==> src/rtl/rw_mapped_ram.sv <==
// Single-port RAM mapped into a bus address window [BASE, BASE+DEPTH-1].
// Zero-fills itself after reset or on clr; requests are ignored while filling.
//
// state    | meaning
// ---------+---------------------------------------------------------------
// ST_CLEAR | zero-fill walking cnt_q 0..DEPTH-1, busy=1, requests dropped
// ST_IDLE  | accepting single-cycle read/write requests, busy=0
module rw_mapped_ram #(
  parameter int DATA_W = 8,
  parameter int ADDR_W = 8,
  parameter int BASE   = 128,
  parameter int DEPTH  = 96
) (
  input  logic              clk,
  input  logic              reset_n,
  input  logic              req,
  input  logic              WE,
  input  logic [ADDR_W-1:0] address,
  input  logic [DATA_W-1:0] data_in,
  input  logic              clr,
  output logic [DATA_W-1:0] data_out,
  output logic              rd_valid,
  output logic              err,
  output logic              busy
);

  localparam int IDX_W = (DEPTH > 1) ? $clog2(DEPTH) : 1;
  localparam logic [ADDR_W:0]   FIRST_A  = (ADDR_W+1)'(BASE);
  localparam logic [ADDR_W:0]   LAST_A   = (ADDR_W+1)'(BASE + DEPTH - 1);
  localparam logic [IDX_W-1:0]  LAST_IDX = IDX_W'(DEPTH - 1);

  typedef enum logic {
    ST_CLEAR = 1'b0,
    ST_IDLE  = 1'b1
  } state_t;

  state_t            state_q, state_d;
  logic [IDX_W-1:0]  cnt_q, cnt_d;
  logic [DATA_W-1:0] data_out_q, data_out_d;
  logic              rd_valid_q, rd_valid_d;
  logic              err_q, err_d;

  logic [DATA_W-1:0] mem [DEPTH];

  logic [ADDR_W:0]   addr_ext;
  logic              hit;
  logic [IDX_W-1:0]  idx;
  logic              mem_we;
  logic [IDX_W-1:0]  mem_idx;
  logic [DATA_W-1:0] mem_wdata;

  // Extra MSB keeps the upper-bound compare safe when the window ends at the top of the map.
  assign addr_ext = {1'b0, address};
  assign hit      = (addr_ext >= FIRST_A) && (addr_ext <= LAST_A);
  assign idx      = IDX_W'(address - ADDR_W'(BASE));

  always_comb begin
    state_d    = state_q;
    cnt_d      = cnt_q;
    data_out_d = data_out_q;
    rd_valid_d = 1'b0;
    err_d      = 1'b0;
    mem_we     = 1'b0;
    mem_idx    = idx;
    mem_wdata  = data_in;
    case (state_q)
      ST_CLEAR: begin
        mem_we    = 1'b1;
        mem_idx   = cnt_q;
        mem_wdata = '0;
        if (clr) begin
          cnt_d = '0;
        end else if (cnt_q == LAST_IDX) begin
          state_d = ST_IDLE;
          cnt_d   = '0;
        end else begin
          cnt_d = cnt_q + IDX_W'(1);
        end
      end
      ST_IDLE: begin
        // clr wins over a same-cycle request; the request is dropped entirely.
        if (clr) begin
          state_d = ST_CLEAR;
          cnt_d   = '0;
        end else if (req) begin
          if (!hit) begin
            err_d = 1'b1;
          end else if (WE) begin
            mem_we = 1'b1;
          end else begin
            data_out_d = mem[idx];
            rd_valid_d = 1'b1;
          end
        end
      end
    endcase
  end

  always_ff @(posedge clk or negedge reset_n) begin
    if (!reset_n) begin
      state_q    <= ST_CLEAR;
      cnt_q      <= '0;
      data_out_q <= '0;
      rd_valid_q <= 1'b0;
      err_q      <= 1'b0;
    end else begin
      state_q    <= state_d;
      cnt_q      <= cnt_d;
      data_out_q <= data_out_d;
      rd_valid_q <= rd_valid_d;
      err_q      <= err_d;
    end
  end

  // Storage has no reset; the fill sequence is the only way contents get cleared.
  always_ff @(posedge clk) begin
    if (mem_we) begin
      mem[mem_idx] <= mem_wdata;
    end
  end

  assign data_out = data_out_q;
  assign rd_valid = rd_valid_q;
  assign err      = err_q;
  assign busy     = (state_q == ST_CLEAR);

endmodule

==> config.mk <==
export PLATFORM = sky130hd
export DESIGN_NAME = rw_mapped_ram
export DESIGN_NICKNAME = d
export VERILOG_FILES = /design/src/rtl/rw_mapped_ram.sv
export SDC_FILE = /design/constraint.sdc
export NUM_CORES = 1
export LEC_CHECK = 0
export CAP_MARGIN = 5
export CORE_AREA = 3 3 220 222
export CTS_CLUSTER_SIZE = 24
export DETAILED_ROUTE_END_ITERATION = 6
export DIE_AREA = 0 0 223 225
export MAX_ROUTING_LAYER = met4
export PLACE_DENSITY_LB_ADDON = 0.3
export SLEW_MARGIN = 10
export SYNTH_ARGS = -nofsm -noshare
export SYNTH_HDL_FRONTEND = slang
export SYNTH_SLANG_ARGS = --single-unit
==> constraint.sdc <==
create_clock -name clk -period 6.5 [get_ports clk]
set_input_delay 1.3 -clock clk [delete_from_list [all_inputs] [get_ports clk]]
set_output_delay 1.3 -clock clk [all_outputs]
set_load 0.02 [all_outputs]
**Word-level counts from Yosys, hierarchy flattened**

Memories as Yosys holds them, arrays and structs flattened. A register that Yosys moved wholly into a read port is not among the register bits.
Cells that the tools add are included.

- Add/subtract/negate cells: 2
- Muxes and demuxes: 26
- Magnitude comparators: 2
- Bitwise logic cells: 3
- Equality and inequality tests: 2
- Reductions and logical operators: 3

Operators with widths:

| operator | number |
|---|---|
| $mux W7 | 4 |
| $mux W1 | 18 |
| $pmux W7 S2 | 1 |
| $ge A8 B8 Y1 const B | 1 |
| $le A8 B8 Y1 const B | 1 |
| $mux W8 | 1 |
| $add A7 B1 Y7 const B | 1 |
| $eq A7 B7 Y1 const B | 1 |
| $sub A7 B1 Y7 const B | 1 |
| $reduce_and A5 Y1 | 1 |
| $pmux W1 S2 | 2 |
| $not A1 Y1 | 3 |
| $ne A2 B2 Y1 const B | 1 |
| $logic_and A1 B1 Y1 | 1 |
| $logic_not A1 Y1 | 1 |

- Memories: 1
- RAM bits: 768
- Logic and storage cells: 43
- Register bits: 10
- Output and inout port bits: 11

Memories:

| memory | depth | width | rd ports | clocked after Yosys merged registers in | wr ports | RTL line | RTL |
|---|---|---|---|---|---|---|---|
| mem | 96 | 8 | 1 | 1 | 1 | 43 | `logic [DATA_W-1:0] mem [DEPTH];` |

**Logic depth before layout (Yosys ltp)**

- Word-level depth: 8
- Mapped depth: 9

**Least setup slack after synthesis**

OpenSTA, ideal clock, no wires.

- Kind: input port to flip-flop
- From: input port address[0]
- To: memory mem[74][0], enable pin
- Required time: 6130 ps
- Cell stages on the path: 7
- Slack: 3173 ps
- Arrival time: 2956 ps
- Path buffers: 4
- Cell sequence: buf_6 buf_8 buf_6 buf_4 mux2i_2 nand3_1 nor2_1

- Word-level cells in the longest chain between the ends: 8
- Elaborated cells between the ends (all ways): 11

Ends and longest elaborated chain:

| item | RTL line | RTL |
|---|---|---|
| from (decl) | 18 | `input logic [ADDR_W-1:0] address,` |
| $ge A8 B8 Y1 or $le A8 B8 Y1 (tied branches) | 54 | `assign hit = (addr_ext >= FIRST_A) && (addr_ext <= LAST_A);` |
| $logic_and A1 B1 Y1 | 54 |  |
| $mux W1 | 86 | `if (!hit) begin` |
| $mux W1 | 85 | `end else if (req) begin` |
| $mux W1 | 82 | `if (clr) begin` |
| $pmux W1 S2 | 66 | `case (state_q)` |
| $mux W1 | 117 | `if (mem_we) begin` |
| $mux W1 (implied by the code) | 118 | `mem[mem_idx] <= mem_wdata;` |
| to (decl) | 43 |  |

Parallel ways exist; a longest one is shown, timed or not.

**Worst setup path after layout**

- From: input port address[5]
- To: memory mem[78][0], enable pin

The elaborated chain is that of the path after synthesis.

==> impl_results.md <==
- Total wire length: 72200 um
- Synthesized area: 31000 um^2
- Largest family of logic cells by synthesized area: multiplexers
- Reg2Reg Setup Slack: 3010 ps
- Antenna viol nets, final: 0
- Die width: 223 um
- Netlist cell types: 45
- Core Region: around 47000 um^2
- RePlAce Congestion: 0.874
- Final Cycle Share: 71.6%
- Post-Layout Cell Count: 2282
- Syn_area_per_cell: 19.9 um^2
- GRT Total Usage: 30.4%
- Startpoint types: input port
- Total power draw: 10.3 mW
- Hold buffers post-CTS: 0
- YS warnings: 0
- Mux cell area share after synthesis: 15.9%
- CP endpoint kind: flip-flop
- Port Buffers: 31
- Nets: 1636
- Share of the synthesized area in the top cell type: 74.3%
- Initial antenna violation count: 1
- TritonCTS clock tree: yes
- Clk slew on worst S/H paths: approximately 60 ps
- Pins over their slew limit: 0
- First-pass GRT wire length: 107000 um
- DR vias/cell: 6.93
- EDFF count, synth: about 770
- Hold crit path type: flip-flop to flip-flop
- Fin Setup TNS: 0 ps
- DR top layer: met4
- Most frequent cells in the layout: edfxtp_1, mux4_2, mux2i_1
- Die Y: around 230 um
- Simple-Gate Fraction of Synth Area: between 3 and 4%
- Final setup violation count: 0
- RSZ-0062 raised after global routing: false
- Share of synthesized registers carrying an async set or reset: under 10%
- Syn_nets: 1582
- CTS H-Tree Depth: 3
- CTS Sinks: a little under 800
- Met3 WL: 7360 um
- Fraction of final layout cells sized beyond drive strength 1: 18.8%
- Clock Skews: 17.7 ps
- Critical path data arrival time: 4880 ps
- XOR/XNOR share of the synthesized area: 0.0565%
- Area after DPL: approximately 32000 um^2
- Num ports: 32
- Row count: 79
- Min Tclk post-route: 4660 ps
- Clock root buffer: clkbuf_16
- Worst Max-Slew Pin Slew: 1220 ps
- DP HPWL: 40300 um
- Pwr/cell area: 300 nW/um^2
- Worst EP required: 6730 ps
- Synth Register Bits: 786
- Drt pass-1 iters: 6
- Total congestion overflow: 0
- Final Cell Area: 34200 um^2
- Sequential fraction of the synthesis area: 75.8%
- # placed instances: 2144
- Pin count of the biggest net entering global routing: 101
- Rel. slew slack: 18.6%
- Pre-CTS setup slack: 1410 ps
- Fraction of the mapped netlist area in compound gates: 3.04%
- Max clock buf depth: 3
- Crit-path max FO: 12
- Starting Density: about 67%
- Vias: 15817
- Iteration-0 DRC Markers: 2009
- Final hold violation count: 0
- Lkg Pwr: 11.7 nW
- Start-to-end type of the worst setup path: input port to flip-flop
- Top post-synthesis cells by area: edfxtp_1, mux4_2, mux2i_1
- Yosys top cell by area: edfxtp_1
- Synthesized instance count: 1560
- Commonest non-fill, non-tap cell in the layout: edfxtp_1
- Die area: between 50000 and 60000 um^2
- Met1 Routed Length: 26400 um
- FMAX: 0.215 GHz
- Inserted Clock Buffers: 75
- DRC: 0
- Vias in the first global route: 16112
- Peak supply drop: 0.000407 V
- Post-CTS resize count: 0
- Post-layout worst setup margin: 1840 ps
- Status: finished clean
- Area growth from synthesis to layout: 10.3%
- Routed length on met2: 35500 um
- Clock latency on the worst-skew pair: between 600 and 700 ps
- Drt wl/cell: 31.6 um
- Synth Flop Type: edfxtp_1
- Setup Buffers After CTS: 0
- Synth Area in Adders: 0.0403%
- Max-Cap Viols: 0
[stage by stage]
| step | utilization, % | hold slack [ps] |
|---|---|---|
| global route | 73.5 | 577 |
| CTS | 73.5 | 535 |
| finish | 73.5 | 553 |
| detailed placement | 68.3 | 527 |
| global placement | 68.3 | 527 |
| floorplan | - | 490 |
[metal layers]
layer	track usage [%]	vias up
li1	-	6470
met1	41.0	8108
met3	5.80	170
met2	47.0	1069
met4	12.2	0
met5	-	-
[sequential cells by signal (all words and copies together) (netlist names)]
register / count
err: 1
state_q: 1
data_out: 8
mem: 768
cnt_q: 7
rd_valid: 1
[cells by family (layout without fill, tap and decap cells)]
| group | count (synthesis) | after routing |
|---|---|---|
| adder cells (fa/ha/maj) | 1 | 1 |
| multiplexers | 304 | 304 |
| AO/OA/AOI/OAI | 135 | 135 |
| buffers and inverters | 88 | 202 |
| XOR/XNOR | 2 | 2 |
| flip-flops | 786 | 786 |
| other | 0 | 1 |
| AND/OR/NAND/NOR | 244 | 244 |
[critical path: stages]
cell and delay, ps:
clkdlybuf4s50_1 780, a21boi_0 580, a41o_1 430, nand3_1 770, nor2_1 1000
[where the power goes]
| group | total, mW | switching [mW] | internal, mW |
|---|---|---|---|
| clock network | 4.33 | 1.85 | 2.48 |
| registers | 5.51 | 0.0126 | 5.50 |
| logic | 0.420 | 0.252 | 0.168 |
[cell type report]
cell class / count / area (um^2)
flip-flops and latches: 786 / 23500
fillers: 2527 / 12300
multi-input cells: 686 / 6950
clock buffers: 91 / 2040
well taps: 607 / 759
repair buffers: 58 / 539
clock inverters: 46 / 387
inverters: 7 / 26.3
diodes: 1 / 2.50
[cells in the mapped netlist (2+ instances only)]
cell type / n
buf_1: 4
nor2b_1: 5
a41o_1: 9
a31oi_1: 19
edfxtp_1: 768
clkbuf_1: 22
o21ai_0: 18
a21oi_1: 11
nor2_1: 128
nand3_1: 32
buf_2: 24
o21ai_1: 5
nand2_1: 59
clkinv_1: 2
inv_1: 4
buf_4: 12
mux4_2: 149
buf_6: 9
a22oi_1: 48
nand2b_1: 2
dfrtp_1: 18
mux2i_1: 145
o211ai_1: 9
and2_1: 13
a221oi_1: 6
a22o_1: 2
buf_8: 9
mux2_2: 9
o31ai_1: 3
[worst paths after layout]
check	cells past startpoint	endpoint	from
setup / recovery	5	mem[78][0]	address[5]
hold / removal	1	cnt_q[5]	cnt_q[5]
setup reg to reg	6	mem[26][4]	state_q
hold reg to reg	1	cnt_q[5]	cnt_q[5]
max in group asynchronous	1	cnt_q[1]	reset_n
min in group asynchronous	1	err	reset_n
No activity file was read; power rests on OpenSTA's default activity.
